`src/rtl/regfile_write_queue.sv`:
```
// regfile_write_queue: FIFO of pending register-file writes, drained one per cycle,
// with read-data forwarding so consumers never observe stale or high-Z operands.
module regfile_write_queue #(
    parameter  int DEPTH = 4,
    localparam int AW    = $clog2(DEPTH)
) (
    input  logic          clock,
    input  logic          ctrl_reset,
    input  logic          in_valid,
    output logic          in_ready,
    input  logic [4:0]    in_reg,
    input  logic [31:0]   in_data,
    input  logic          wb_stall,
    output logic          rf_writeEnable,
    output logic [4:0]    rf_writeReg,
    output logic [31:0]   rf_writeData,
    input  logic [4:0]    ctrl_readRegA,
    input  logic [4:0]    ctrl_readRegB,
    input  logic [31:0]   rf_readDataA,
    input  logic [31:0]   rf_readDataB,
    output logic [31:0]   data_fwdA,
    output logic [31:0]   data_fwdB,
    output logic [AW:0]   queue_count,
    output logic          queue_empty
);

    logic [4:0]    r_reg  [DEPTH];
    logic [31:0]   r_data [DEPTH];
    logic [AW-1:0] r_head;
    logic [AW-1:0] r_tail;
    logic [AW:0]   r_count;

    logic w_empty;
    logic w_full;
    logic w_pop;
    logic w_ready;
    logic w_push;

    assign w_empty = (r_count == '0);
    assign w_full  = (r_count == (AW+1)'(DEPTH));
    assign w_pop   = !w_empty && !wb_stall;
    // A full queue still accepts when the head drains on the same edge.
    assign w_ready = !w_full || w_pop;
    assign w_push  = in_valid && w_ready && (in_reg != 5'd0);

    always_ff @(posedge clock or posedge ctrl_reset) begin
        if (ctrl_reset) begin
            r_head  <= '0;
            r_tail  <= '0;
            r_count <= '0;
            r_reg   <= '{default: '0};
            r_data  <= '{default: '0};
        end else begin
            if (w_push) begin
                r_reg[r_tail]  <= in_reg;
                r_data[r_tail] <= in_data;
                r_tail         <= r_tail + 1'b1;
            end
            if (w_pop) begin
                r_head <= r_head + 1'b1;
            end
            if (w_push && !w_pop) begin
                r_count <= r_count + 1'b1;
            end else if (!w_push && w_pop) begin
                r_count <= r_count - 1'b1;
            end
        end
    end

    // Walk oldest to newest so the newest matching entry wins; the head is included
    // even while it is being written, which masks the regfile's high-Z read.
    function automatic logic [31:0] fwd(input logic [4:0] addr, input logic [31:0] rd);
        logic [31:0]   v;
        logic [AW-1:0] idx;
        v = rd;
        for (int unsigned k = 0; k < DEPTH; k++) begin
            idx = r_head + AW'(k);
            if (((AW+1)'(k) < r_count) && (r_reg[idx] == addr)) begin
                v = r_data[idx];
            end
        end
        if (addr == 5'd0) begin
            v = '0;
        end
        return v;
    endfunction

    assign data_fwdA      = fwd(ctrl_readRegA, rf_readDataA);
    assign data_fwdB      = fwd(ctrl_readRegB, rf_readDataB);

    assign in_ready       = w_ready;
    assign rf_writeEnable = w_pop;
    assign rf_writeReg    = w_empty ? '0 : r_reg[r_head];
    assign rf_writeData   = w_empty ? '0 : r_data[r_head];
    assign queue_count    = r_count;
    assign queue_empty    = w_empty;

endmodule

```
`config.mk`:
```
export PLATFORM = sky130hd
export DESIGN_NAME = regfile_write_queue
export DESIGN_NICKNAME = d
export VERILOG_FILES = /design/src/rtl/regfile_write_queue.sv
export SDC_FILE = /design/constraint.sdc
export NUM_CORES = 1
export LEC_CHECK = 0
export CAP_MARGIN = 40
export CORE_ASPECT_RATIO = 1.1
export CORE_MARGIN = 2
export CORE_UTILIZATION = 45
export CTS_BUF_LIST = sky130_fd_sc_hd__clkbuf_4 sky130_fd_sc_hd__clkbuf_8
export DETAILED_ROUTE_END_ITERATION = 12
export PLACE_DENSITY = 0.7
export SLEW_MARGIN = 25
export SYNTH_ARGS = -nofsm -noshare
export SYNTH_HDL_FRONTEND = slang
export SYNTH_SLANG_ARGS = --single-unit
```
`constraint.sdc`:
```
create_clock -name clock -period 6.19 [get_ports clock]
set_input_delay 1.238 -clock clock [delete_from_list [all_inputs] [get_ports clock]]
set_output_delay 1.238 -clock clock [all_outputs]
set_load 0.005 [all_outputs]
```
# Word-level counts from Yosys, hierarchy flattened

Cells that the tools add are included.

Register bits after elaboration: 155
Word-level logic and storage cells: 110
Output and inout bits: 107

Magnitude comparators: 10
Equality and inequality tests: 9
Reduce and logical (&&, ||, !) cells: 25
Muxes and demuxes: 44
Bitwise gates (word level): 5
Add/sub/neg operators: 6

Operators with widths:

| cell                  | number |
|---|---|
| $mux W32              | 20 |
| $bmux W32 S2          | 4 |
| $bwmux W128           | 1 |
| $demux W32 S2         | 1 |
| $mux W5               | 10 |
| $bmux W5 S2           | 4 |
| $eq A5 B5 Y1          | 8 |
| $bwmux W20            | 1 |
| $ge A3 B3 Y1 const B  | 5 |
| $not A2 Y3            | 5 |
| $logic_and A1 B1 Y1   | 14 |
| $demux W5 S2          | 1 |
| $logic_not A5 Y1      | 2 |
| $lt A1 B3 Y1 const A  | 2 |
| $lt A2 B3 Y1 const A  | 2 |
| $mux W3               | 2 |
| $logic_not A1 Y1      | 5 |
| $reduce_bool A5 Y1    | 1 |
| $add A2 B1 Y2 const B | 2 |
| $add A2 B2 Y2 const B | 2 |
| $add A3 B1 Y3 const B | 1 |
| $eq A3 B3 Y1 const B  | 1 |
| $logic_not A3 Y1      | 1 |
| $lt A3 B1 Y1 const B  | 1 |
| other kinds (3)       | 3 |

# Depth between registers and ports, before layout

Depth in word-level cells: 11
Mapped depth: 11
Depth with buffers taken out: 9

# Worst setup path after synthesis

No wires, ideal clock.

Path kind: input port to output port
Start point: in ctrl_readRegB[4]
End point: out data_fwdB[1]
Arrival: 2.776 ns
Setup slack: 2.176 ns
Required time: 4.952 ns
Stages on the path: 8
Path through: clkbuf_1 > xnor2_1 > nand4_1 > or2_1 > buf_2 > buf_4 > a311o_1 > a31oi_1

Longest elaborated chain between the ends: 7
Elaborated cells between the ends (all ways): 14
Those cells by class: 4 x eq/ne; 5 x mux; 5 x reduce/logical

RTL lines:

| what                   | RTL line | RTL |
|---|---|---|
| from (decl)            | 18       | `input logic [4:0] ctrl_readRegB,` |
| $eq A5 B5 Y1           | 78       | `if (((AW+1)'(k) < r_count) && (r_reg[idx] == addr)) begin` |
| $logic_and A1 B1 Y1    | 78       |  |
| $mux W32 (4 in series) | 78       |  |
| $mux W32 *             | 82       | `if (addr == 5'd0) begin` |
| to (decl)              | 22       | `output logic [31:0] data_fwdB,` |

Every way passes the cells marked *; elsewhere a longest branch is shown, timed or not.

# Final worst setup path

Start point: reg r_head[1]
End point: out data_fwdA[0]

Longest elaborated chain between the ends: 11
Elaborated cells between the ends (all ways): 44
Those cells by class: 3 x add/sub; 4 x eq/ne; 29 x mux; 4 x bitwise; 4 x reduce/logical

RTL lines:

| what                                                            | RTL line   | RTL |
|---|---|---|
| from (decl)                                                     | 29         | `logic [AW-1:0] r_head;` |
| from (signal assigned)                                          | 60         | `r_head <= r_head + 1'b1;` |
| $add A2 B1 Y2 or $not A2 Y3 (tied branches)                     | 77, 78, 79 |  |
| $not A2 Y3 (implied by the code) or $bmux W5 S2 (tied branches) | 78, 79     |  |
| $bmux W5 S2 or $mux W5 (tied branches)                          | 78         |  |
| $mux W5 (implied by the code)                                   | 78         |  |
| $mux W5 (implied by the code) or $eq A5 B5 Y1 (tied branches)   | 78         |  |
| $eq A5 B5 Y1 or $logic_and A1 B1 Y1 (tied branches)             | 78         |  |
| $logic_and A1 B1 Y1 or $mux W32 (tied branches)                 | 78         |  |
| $mux W32 (2 in series)                                          | 78         |  |
| $mux W32 *                                                      | 78         |  |
| $mux W32 *                                                      | 82         |  |
| to (decl)                                                       | 21         | `output logic [31:0] data_fwdA,` |

Every way passes the cells marked *; elsewhere a longest branch is shown, timed or not. The select of a mux whose other input is x is not followed.

==> impl_metrics.ini <==
[synthesis]
synth_ff_type = dfrtp_1
synth-edff-count = 0
async_reset_ff_share_pct = 100
synth_area_um2 = 13500
synth.distinct_cells = 45
syn_avg_cell_area_um2 = 11.5
synthCells = 1168
ys_ff_latch = 155
syn_nets = 1292
ys_seq_area_share_pct = 28.8
yosys_warnings = 0

[cts]
clk_pin_slew_ns = 0.09
cts_made_buffers = 17
postCtsSetupBuffers = 0
cts_resized = 0
cts.sinks = 155
cts_tree = yes
cts_buffer_depth = 2
htree_num_levels = 4
insertion_delay_ns = 0.48
root_buffer = clkbuf_8
holdBufCountCts = 0

[min_path]
hold_path_class = reg -> reg
whs_path_depth = 1

[power]
ir_drop_uv = 322
powerDensity_nw_per_um2 = 648
total_power_mw = 10.6
power.leakage_nw = 5.98

[route]
drc = 0
dr.first_iter.drc_count = 1096
wl_per_cell_um = 25.6
drt-total-wl_um = 43500
drt-pass1-iter-count = 6
vias_per_cell = 6.88
antenna_left = 0
vias = 11713

[sta]
fin_crit_sh_pct = 94.3
hold_violations = 0
maxSlewHeadroom_pct = 44.2
skew_ns = 0.0146
fmax_ghz = 0.171
setup_viol_count_final = 0
min_period_ns = 5.84
finalMaxSlewViolations = 0
setup_tns_ns = 0
tightest_slew_ns = 0.838
rsz0062_at_grt = no

[worst_setup_path]
crit_path_start_kind = register
rrSetupSlack_ns = 3.42
cp-endpoint = data_fwdA[0]
cp.required_ns = 4.95
critical_path_cell_count = 7
crit_type = reg -> out
slowest_stage = dfrtp_4
critical_path_peak_fanout = 47
reg2reg_to = r_data[78]$_DFFE_PP0P_
crit_family = buffers and inverters
worstPathArrival_ns = 4.60
crit_start = r_head[1]$_DFFE_PP0P_
end_kind = output port
r2r.worst_path.cells = 9
critPathBufInv = 2
r2r_start = queue_count[0]$_DFFE_PP0P_
slowest_delay_ns = 0.88
crit_chain = mux4_2, xor2_1, nor4_1, nand3_2, buf_4, a31oi_1, clkdlybuf4s50_1

[global_routing]
antenna_found_initial = 1
grt_pass1_vias = 11513
grt_use_total_pct = 28.1
grt.overflow.total = 0
grt_max_degree = 63
grt_first_pass_wirelength_um = 67400

[placement]
gp_congestion = 0.886
dp_hpwl_um = 30100
port_buffers = 221

[floorplanning]
dieHeight_um = 185
ios = 222
initial_core_util_pct = 45.6
die_x_um = 169
core_um2 = 29600
placementRows = 66
die_area_um2 = 31300

[finish]
largest_register_ffs = 128
drive_gt1_share_pct = 34.0
register_area_um2 = 3890
fillers = 2547
finalNetCount = 1438
multi_input_area_um2 = 8940
area_delta_synth_final_pct = 21.4

[run_status]
status = finished, final reports clean

[job]
cap_violations = 0
-- through the flow --
step                utilization, %  setup slack [ns]  hold slack [ns]  instance area [um^2]  std cells
finish                        55.3             0.352            0.540                 16400       1702
global route                  55.3             0.198            0.546                 16300       1701
CTS                           55.3             0.393            0.540                 16300       1701
detailed placement            53.9             0.595            0.519                 15900       1669
global placement              53.8             0.594            0.503                 15900       1667
floorplan                        -             0.774            0.496                 13500       1168
-- layout make-up --
class | instances | area share (%)
multi-input combinational | 867 | 54.7
sequential | 155 | 23.8
timing repair buffer | 265 | 15.9
tap | 374 | 2.86
clock buffer | 17 | 1.43
clock inverter | 15 | 1.10
inverter | 8 | 0.214
antenna | 1 | 0.0153
-- layer usage --
metal / share of wire [%] / global-route usage, %
met1: 39 / 37.4
met2: 47 / 44.6
met3: 9.9 / 5.80
met4: 3.8 / 12.9
met5: 0.037 / 0
-- cells in the mapped netlist, types with 3 or more instances --
cell,number,share of area (%)
nand2_1,77,2.1
o221ai_2,30,3.3
buf_1,3,0.084
buf_4,5,0.28
xor2_1,10,0.65
nand4_1,5,0.23
buf_6,9,0.75
nand3_1,34,1.3
a31oi_1,63,2.9
clkbuf_4,3,0.17
buf_2,33,1.2
o21ai_0,98,3.6
a311o_1,31,2.3
mux2_2,151,13
nor2_1,10,0.28
xnor2_1,36,2.3
nor3_1,37,1.4
ha_1,9,0.84
a21oi_1,5,0.19
a21boi_0,33,1.8
inv_1,8,0.22
a32o_1,3,0.22
nor2b_1,37,1.7
dfrtp_1,155,29
a32o_2,28,2.3
mux2i_1,7,0.52
clkbuf_1,84,2.3
mux4_2,142,24
-- worst reg2reg max path, stage by stage (launching register included) --
cell and delay (ns):
dfrtp_1 0.48, inv_1 0.14, ha_1 0.19, nand3_1 0.13, nand2_1 0.11, a21oi_1 0.05, buf_4 0.18, nand2_2 0.56
buf_4 0.42, mux2_2 0.39
-- cell usage in the layout, fill, tap and decap left out, drive strengths merged --
cell,n
nor2,10
bufinv,2
clkbuf,17
a21oi,5
xor2,10
nor3b,1
clkinvlp,3
or2,2
dfrtp,155
ha,9
nand3,34
o21ai,98
inv,14
nor2b,37
o2bb2ai,1
nand3b,1
a211oi,2
or3,2
mux4,143
and2,2
and4,2
clkdlybuf4s50,221
mux2,151
nand4,5
nand2,78
o221ai,32
a311o,31
nor4,2
clkinv,4
a31oi,63
nor3,39
diode,1
mux2i,7
a32o,31
buf,44
a21boi,33
xnor2,36
-- report_power, final --
group	internal, mW	leakage (nW)	switching (mW)
clock	0.372	0.199	0.450
sequential	1.54	1.84	0.703
combinational	4.01	3.94	3.53
total	5.92	5.98	4.68
-- how the worst min path moves through the flow --
stage | endpoint | slack [ns] | startpoint
finish | r_data[127]$_DFFE_PP0P_ | 0.54 | r_data[127]$_DFFE_PP0P_
global route | r_data[127]$_DFFE_PP0P_ | 0.55 | r_data[127]$_DFFE_PP0P_
CTS | r_data[127]$_DFFE_PP0P_ | 0.54 | r_data[127]$_DFFE_PP0P_
detailed placement | r_data[127]$_DFFE_PP0P_ | 0.52 | r_data[127]$_DFFE_PP0P_
global placement | r_data[31]$_DFFE_PP0P_ | 0.50 | r_data[31]$_DFFE_PP0P_
floorplan | r_data[31]$_DFFE_PP0P_ | 0.50 | r_data[31]$_DFFE_PP0P_
-- kinds of logic after synthesis --
family | Yosys count | share of synthesized area [%]
simple gates | 215 | 7.98
fa+ha+maj | 9 | 0.836
flops | 155 | 28.8
buf+inv | 146 | 5.18
mux | 301 | 37.1
compound gates | 296 | 17.2
xor+xnor | 46 | 2.99
Power figures use the tool's default switching activity.
